File: config.mk
export PLATFORM = sky130hd
export DESIGN_NAME = key_cmd_streamer
export DESIGN_NICKNAME = d
export VERILOG_FILES = /design/src/rtl/key_cmd_pkg.sv /design/src/rtl/key_cmd_streamer_debounce.sv /design/src/rtl/key_cmd_streamer.sv
export SDC_FILE = /design/constraint.sdc
export NUM_CORES = 1
export LEC_CHECK = 0
export ABC_AREA = 0
export ABC_CLOCK_PERIOD_IN_PS = 6300
export CAP_MARGIN = 0
export CORE_ASPECT_RATIO = 1.5
export CORE_MARGIN = 3
export CORE_UTILIZATION = 35
export DETAILED_ROUTE_END_ITERATION = 7
export GPL_TIMING_DRIVEN = 0
export PLACE_DENSITY_LB_ADDON = 0.05
export SYNTH_ARGS = -nofsm -noshare
export SYNTH_HDL_FRONTEND = slang
export SYNTH_SLANG_ARGS = --single-unit
File: constraint.sdc
create_clock -name Clk -period 6.3 [get_ports Clk]
set_input_delay 0.945 -clock Clk [delete_from_list [all_inputs] [get_ports Clk]]
set_output_delay 0.945 -clock Clk [all_outputs]
set_load 0.01 [all_outputs]
File: src/rtl/key_cmd_pkg.sv
// Shared types and constants for the key-to-command frame streamer.
// Frames are stored byte 0 in the least significant bits.
package key_cmd_pkg;

  typedef enum logic [1:0] {
    IDLE,
    SEND,
    DONE
  } state_t;

  localparam logic [47:0] FRAME_QUERY     = 48'h0084_D302_5A55;
  localparam logic [47:0] FRAME_RADAR_ON  = 48'h8401_D103_5A55;
  localparam logic [47:0] FRAME_RADAR_OFF = 48'h8300_D103_5A55;

  function automatic int idxW(input int n);
    return (n > 1) ? $clog2(n) : 1;
  endfunction

endpackage

File: src/rtl/key_cmd_streamer_debounce.sv
// Per-key synchroniser, debounce counter and press/auto-repeat event.
// Event is a one-cycle pulse aligned with the Pressed rising edge.
module key_debounce #(
  parameter int DEBOUNCE_CYCLES = 1000000,
  parameter bit ACTIVE_LOW      = 1'b1,
  parameter bit REPEAT_EN       = 1'b0,
  parameter int REPEAT_CYCLES   = 50000000
) (
  input  logic Clk,
  input  logic Rst,
  input  logic Key,
  output logic Pressed,
  output logic Event
);

  localparam int DbW = $clog2(DEBOUNCE_CYCLES + 1);
  localparam int RpW = $clog2(REPEAT_CYCLES + 1);
  localparam logic [DbW-1:0] DbMax = DbW'(DEBOUNCE_CYCLES - 1);
  localparam logic [RpW-1:0] RpMax = RpW'(REPEAT_CYCLES - 1);
  localparam logic IdleLvl = ACTIVE_LOW;

  logic sync1, sync2, level;
  logic [DbW-1:0] dbCnt;
  logic [RpW-1:0] rpCnt;

  assign level = sync2 ^ ACTIVE_LOW;

  always_ff @(posedge Clk) begin
    if (Rst) begin
      sync1   <= IdleLvl;
      sync2   <= IdleLvl;
      dbCnt   <= '0;
      rpCnt   <= '0;
      Pressed <= 1'b0;
      Event   <= 1'b0;
    end else begin
      sync1 <= Key;
      sync2 <= sync1;
      Event <= 1'b0;
      if (level == Pressed) begin
        dbCnt <= '0;
      end else if (dbCnt == DbMax) begin
        dbCnt   <= '0;
        Pressed <= level;
        Event   <= level;
      end else begin
        dbCnt <= dbCnt + 1'b1;
      end
      // repeat period is counted from the cycle Pressed goes high
      if (!Pressed) begin
        rpCnt <= '0;
      end else if (REPEAT_EN && rpCnt == RpMax) begin
        rpCnt <= '0;
        Event <= 1'b1;
      end else if (REPEAT_EN) begin
        rpCnt <= rpCnt + 1'b1;
      end
    end
  end

endmodule

File: src/rtl/key_cmd_streamer.sv
// Debounced keys queue per-key command frames, streamed one byte
// per valid/ready handshake with optional auto-repeat.
module key_cmd_streamer
  import key_cmd_pkg::*;
#(
  parameter int NUM_KEYS        = 2,
  parameter int DEBOUNCE_CYCLES = 1000000,
  parameter int MAX_BYTES       = 6,
  parameter logic [NUM_KEYS*MAX_BYTES*8-1:0] CMD_TABLE =
    {FRAME_RADAR_ON, FRAME_QUERY},
  parameter logic [NUM_KEYS*4-1:0] CMD_LEN = {4'd6, 4'd5},
  parameter bit KEY_ACTIVE_LOW  = 1'b1,
  parameter bit REPEAT_EN       = 1'b0,
  parameter int REPEAT_CYCLES   = 50000000
) (
  input  logic                      Clk,
  input  logic                      Rst,
  input  logic [NUM_KEYS-1:0]       Key,
  output logic [7:0]                TxData,
  output logic                      TxValid,
  output logic                      TxLast,
  input  logic                      TxReady,
  output logic                      Busy,
  output logic [NUM_KEYS-1:0]       KeyState,
  output logic                      CmdDone,
  output logic [idxW(NUM_KEYS)-1:0] CmdKey,
  output logic                      Overrun
);

  localparam int KW = idxW(NUM_KEYS);
  localparam int BW = $clog2(NUM_KEYS * MAX_BYTES * 8);
  localparam logic [3:0] MaxLen = (MAX_BYTES > 15) ? 4'd15 : 4'(MAX_BYTES);

  state_t state, stateNext;
  logic [NUM_KEYS-1:0] evt, pending, clrMask;
  logic [KW-1:0] cmdKeyNext;
  logic [3:0] idx, idxNext, len, lenNext;
  logic [BW-1:0] bitSel;

  for (genvar k = 0; k < NUM_KEYS; k++) begin : gKey
    key_debounce #(
      .DEBOUNCE_CYCLES(DEBOUNCE_CYCLES),
      .ACTIVE_LOW(KEY_ACTIVE_LOW),
      .REPEAT_EN(REPEAT_EN),
      .REPEAT_CYCLES(REPEAT_CYCLES)
    ) uDeb (
      .Clk(Clk),
      .Rst(Rst),
      .Key(Key[k]),
      .Pressed(KeyState[k]),
      .Event(evt[k])
    );
  end

  always_comb begin
    stateNext  = state;
    idxNext    = idx;
    lenNext    = len;
    cmdKeyNext = CmdKey;
    clrMask    = '0;
    unique case (state)
      IDLE: begin
        // descending scan so the lowest pending index wins
        for (int k = NUM_KEYS - 1; k >= 0; k--) begin
          if (pending[k]) begin
            cmdKeyNext = KW'(k);
            lenNext = (CMD_LEN[k*4 +: 4] > MaxLen) ?
                      MaxLen : CMD_LEN[k*4 +: 4];
            clrMask    = '0;
            clrMask[k] = 1'b1;
          end
        end
        if (|pending) begin
          idxNext = '0;
          if (lenNext != 4'd0) stateNext = SEND;
        end
      end
      SEND: begin
        if (TxReady) begin
          if (idx == len - 4'd1) stateNext = DONE;
          else idxNext = idx + 4'd1;
        end
      end
      DONE: stateNext = IDLE;
      default: stateNext = IDLE;
    endcase
  end

  always_ff @(posedge Clk) begin
    if (Rst) begin
      state   <= IDLE;
      idx     <= '0;
      len     <= '0;
      CmdKey  <= '0;
      pending <= '0;
      Overrun <= 1'b0;
    end else begin
      state   <= stateNext;
      idx     <= idxNext;
      len     <= lenNext;
      CmdKey  <= cmdKeyNext;
      pending <= (pending & ~clrMask) | evt;
      Overrun <= |(evt & pending & ~clrMask);
    end
  end

  assign bitSel  = BW'((int'(CmdKey) * MAX_BYTES + int'(idx)) * 8);
  assign TxValid = (state == SEND);
  assign TxLast  = TxValid && (idx == len - 4'd1);
  assign TxData  = TxValid ? CMD_TABLE[bitSel +: 8] : 8'h00;
  assign Busy    = (state != IDLE);
  assign CmdDone = (state == DONE);

endmodule

==> qor.yml, run 1 <==
worst_setup_path:
  cp_num_buf_inv: 4
  critical_path_class: "reg2out"
  setup.worst_path.start_class: "register"
  crit_path_end_kind: "primary output"
  path_cells: "ha_1, inv_1, fa_1, clkbuf_1, or3_1, a21oi_1, buf_4, clkdlybuf4s50_1"
  worst_path_max_delay_cell: "clkdlybuf4s50_1"
  critPathMaxStageDelay_ps: 520
  cp.arrival_ps: 2870
  critPathTopFamily: "buffers and inverters"
  required_ps: 5350
  critPathMaxFanout: 9
place:
  io_buffers: 19
  place_hpwl_um: 4242
  dp_slack_ps: 2824
  gp_congestion: 0.7124
routing:
  antenna_left: 0
  wire_per_inst_um: 12.12
  via_per_inst: 4.688
  firstDrtPassIters: 4
  drcViolationCount: 0
  num_vias: 2227
  drt_iter0_drc: 60
  totalWireLength_um: 5755
clock_tree:
  cts_setup_buffers: 0
  clk_pin_slew_worst_paths_ps: 60
  cts_tree: "done"
  clkSinkCount: 62
  cts-resized-gates: 0
  h-tree-depth: 3
  cts_buffers: 9
  clockRootBuffer: "clkbuf_16"
  clk_latency_ps: 330
  ctsHoldBuffers: 0
  clockBufferDepth: 2
sta:
  post-route-period-util: 0.6057
  slew-limit-headroom: 0.5275
  setup_tns_ps: 0
  tightest_slew_ps: 702.2
  finalSetupViolCount: 0
  rsz0062_at_grt: "false"
  skew_ps: 7.551
  hold_violations: 0
  post-route-min-period_ps: 3816
  maxSlewViolCount: 0
  max_freq_mhz: 262.1
  fin_ws_ps: 2484
global_route:
  grt_pass1_wl_um: 9977
  antenna_found_initial: 0
  grt.total_usage: 0.1340
  grt_max_degree: 13
  grt_overflow: 0
  grt_pass1_vias: 2204
yosys:
  synthTopCellsByArea: "dfxtp_1, nor2_1, xor2_1"
  synth_edf_count: 0
  synth_top_area_share: 0.4216
  ys_seq_area_frac: 0.4216
  synth_cells: 335
  async_reset_ff_frac: 0
  yosys_warnings: 0
  synth_nets: 351
  ys_types: 48
  netlist_area_um2: 2944
  synthFlopType: "dfxtp_1"
  ys_ff_latch: 62
  syn_area_per_cell_um2: 8.788
  synth_top_cell_by_area: "dfxtp_1"
final_layout:
  post-route-util: 0.4380
  fin_nets: 381
  drive_gt1_frac: 0.09459
  area_growth_pct: 20.61
  antennaDiodeCount: 0
min_path:
  hp-class: "reg2reg"
job:
  cap_violations: 0
die:
  ioPinCount: 21
  fp.dieH_um: 118.3
  fp.dieW_um: 80.89
  core_area_um2: 8108
  start_util: 0.3631
  rows: 40
  die_area_um2: 9571
pwr:
  cellLeakagePower_nw: 1.275
  peakVddDrop_uv: 142.6
  power_density_nw_per_um2: 244.6
run_status:
  status: "complete, no violations"
==> metal layers <==
metal | share of wire | wire length, um | global-route usage | up-vias
met2 | 0.52 | 2999 | 0.2320 | 26
met4 | 0.023 | 134 | 0.06660 | 0
met3 | 0.031 | 179 | 0.03430 | 9
met5 | 0 | 0 | 0 | -
met1 | 0.42 | 2442 | 0.1468 | 1008
li1 | - | - | - | 1184
==> cell type report <==
cell class,count,area (um^2)
buffer,11,75.07
timing repair buffer,19,190.2
tap,105,131.4
clock inverter,6,46.29
fill,833,4557
inverter,14,52.55
clock buffer,10,239.0
multi-input combinational,248,1575
sequential,62,1241
==> logic make-up (layout without fill, tap and decap cells) <==
| logic type | Yosys count | in the layout | share of synthesized area |
|---|---|---|---|
| other cells | 1 | 1 | 0.001274 |
| buf+inv | 25 | 60 | 0.04335 |
| fa+ha+maj | 11 | 11 | 0.04930 |
| mux | 2 | 2 | 0.006800 |
| compound gates | 28 | 28 | 0.06715 |
| xor+xnor | 44 | 44 | 0.1356 |
| simple gates | 162 | 162 | 0.2750 |
| flops | 62 | 62 | 0.4216 |
==> state kept, by name (all words and copies together), names as in the netlist <==
| register | flops |
|---|---|
| CmdKey | 1 |
| Overrun | 1 |
| gKey.uDeb.Event | 2 |
| gKey.uDeb.Pressed | 2 |
| gKey.uDeb.dbCnt | 40 |
| gKey.uDeb.sync1 | 2 |
| gKey.uDeb.sync2 | 2 |
| idx | 4 |
| len | 4 |
| pending | 2 |
| state | 2 |
==> cells in the mapped netlist, drive strengths merged (2+ instances only) <==
master,count
buf,7
clkbuf,4
xnor2,16
and3,7
nor2b,2
dfxtp,62
nand2b,4
or3,3
o21ai,3
nor2,63
nand2,24
mux2i,2
nor4b,5
xor2,27
o211ai,2
a32oi,2
ha,10
o21a,3
inv,14
and4,5
nor3,11
nand3,21
nor4,3
a21oi,11
nand4,6
or2,4
==> metrics by stage <==
stage               cell area (um^2)  hold WS (ps)  total power, mW  instances
floorplan                       2944         389.5           0.4100        335
global placement                3266         395.7           0.4155        459
detailed placement              3266         395.9           0.4156        459
CTS                             3551         406.8           0.8832        475
global route                    3551         417.3           0.9021        475
finish                          3551         405.0           0.8685        475
==> cells in the final DEF (no fill, tap or decap), types with 2 or more instances in the layout <==
cell             instances
nor2_1                  63
dfxtp_1                 62
xor2_1                  27
nand2_1                 23
nand3_1                 21
clkdlybuf4s50_1         19
xnor2_1                 16
inv_1                   14
nor3_1                  10
ha_1                    10
a21oi_1                  9
clkbuf_16                9
and3_1                   7
nor4b_1                  5
buf_4                    5
nand4_1                  5
nand2b_1                 4
clkbuf_1                 4
and4_1                   4
or2_2                    4
o21ai_0                  3
nor4_1                   3
o21a_1                   3
o211ai_1                 2
or3_1                    2
mux2i_1                  2
nor2b_1                  2
a32oi_1                  2
buf_6                    2
clkinvlp_4               2
clkinv_4                 2
==> power breakdown <==
| group | internal (mW) | switching [mW] | total [mW] |
|---|---|---|---|
| clock | 0.278 | 0.183 | 0.462 |
| sequential | 0.394 | 0.000970 | 0.395 |
| combinational | 0.00530 | 0.00661 | 0.0119 |
| total | 0.678 | 0.191 | 0.869 |
==> final timing paths <==
path	startpoint	endpoint	slack (ps)	depth (start not counted)
min	gKey[1].uDeb.sync1$_SDFF_PP1_	gKey[1].uDeb.sync2$_SDFF_PP1_	410	1
max reg2reg	gKey[1].uDeb.dbCnt[0]$_SDFF_PP0_	gKey[1].uDeb.dbCnt[18]$_SDFF_PP0_	4380	7
min reg2reg	gKey[1].uDeb.sync1$_SDFF_PP1_	gKey[1].uDeb.sync2$_SDFF_PP1_	410	1
max	idx[1]$_SDFFE_PP0P_	TxData[6]	2480	8
Power figures use the tool's default switching activity.
==> run 2, diff against run 1 <==
--- a/config.mk
+++ b/config.mk
@@ -6,7 +6,7 @@
 export NUM_CORES = 1
 export LEC_CHECK = 0
 export ABC_AREA = 0
-export ABC_CLOCK_PERIOD_IN_PS = 6300
+export ABC_CLOCK_PERIOD_IN_PS = 3990
 export CAP_MARGIN = 0
 export CORE_ASPECT_RATIO = 1.5
 export CORE_MARGIN = 3
==> constraint.sdc (replaced) <==
create_clock -name Clk -period 3.99 [get_ports Clk]
set_input_delay 0.5985 -clock Clk [delete_from_list [all_inputs] [get_ports Clk]]
set_output_delay 0.5985 -clock Clk [all_outputs]
set_load 0.01 [all_outputs]
==> results of run 2 <==
Same layout as run 1 (identical final DEF). Status: complete, no violations.
Among the figures that moved: setup slack after placement 2824 ps -> 860.4 ps; setup slack after layout 2484 ps -> 520.7 ps; register-to-register setup slack 4380 ps -> 2070 ps; total power 0.8685 mW -> 1.371 mW; worst IR drop on VDD 142.6 uV -> 225.2 uV
==> run 3, diff against run 2 <==
--- a/config.mk
+++ b/config.mk
@@ -14,6 +14,7 @@
 export DETAILED_ROUTE_END_ITERATION = 7
 export GPL_TIMING_DRIVEN = 0
 export PLACE_DENSITY_LB_ADDON = 0.05
+export SKIP_LAST_GASP = 1
 export SYNTH_ARGS = -nofsm -noshare
 export SYNTH_HDL_FRONTEND = slang
 export SYNTH_SLANG_ARGS = --single-unit
==> results of run 3 <==
Same layout as run 1 (identical final DEF). Status: complete, no violations.
Among the figures that moved: setup slack after placement 2824 ps -> 860.4 ps; setup slack after layout 2484 ps -> 520.7 ps; register-to-register setup slack 4380 ps -> 2070 ps; total power 0.8685 mW -> 1.371 mW; worst IR drop on VDD 142.6 uV -> 225.2 uV
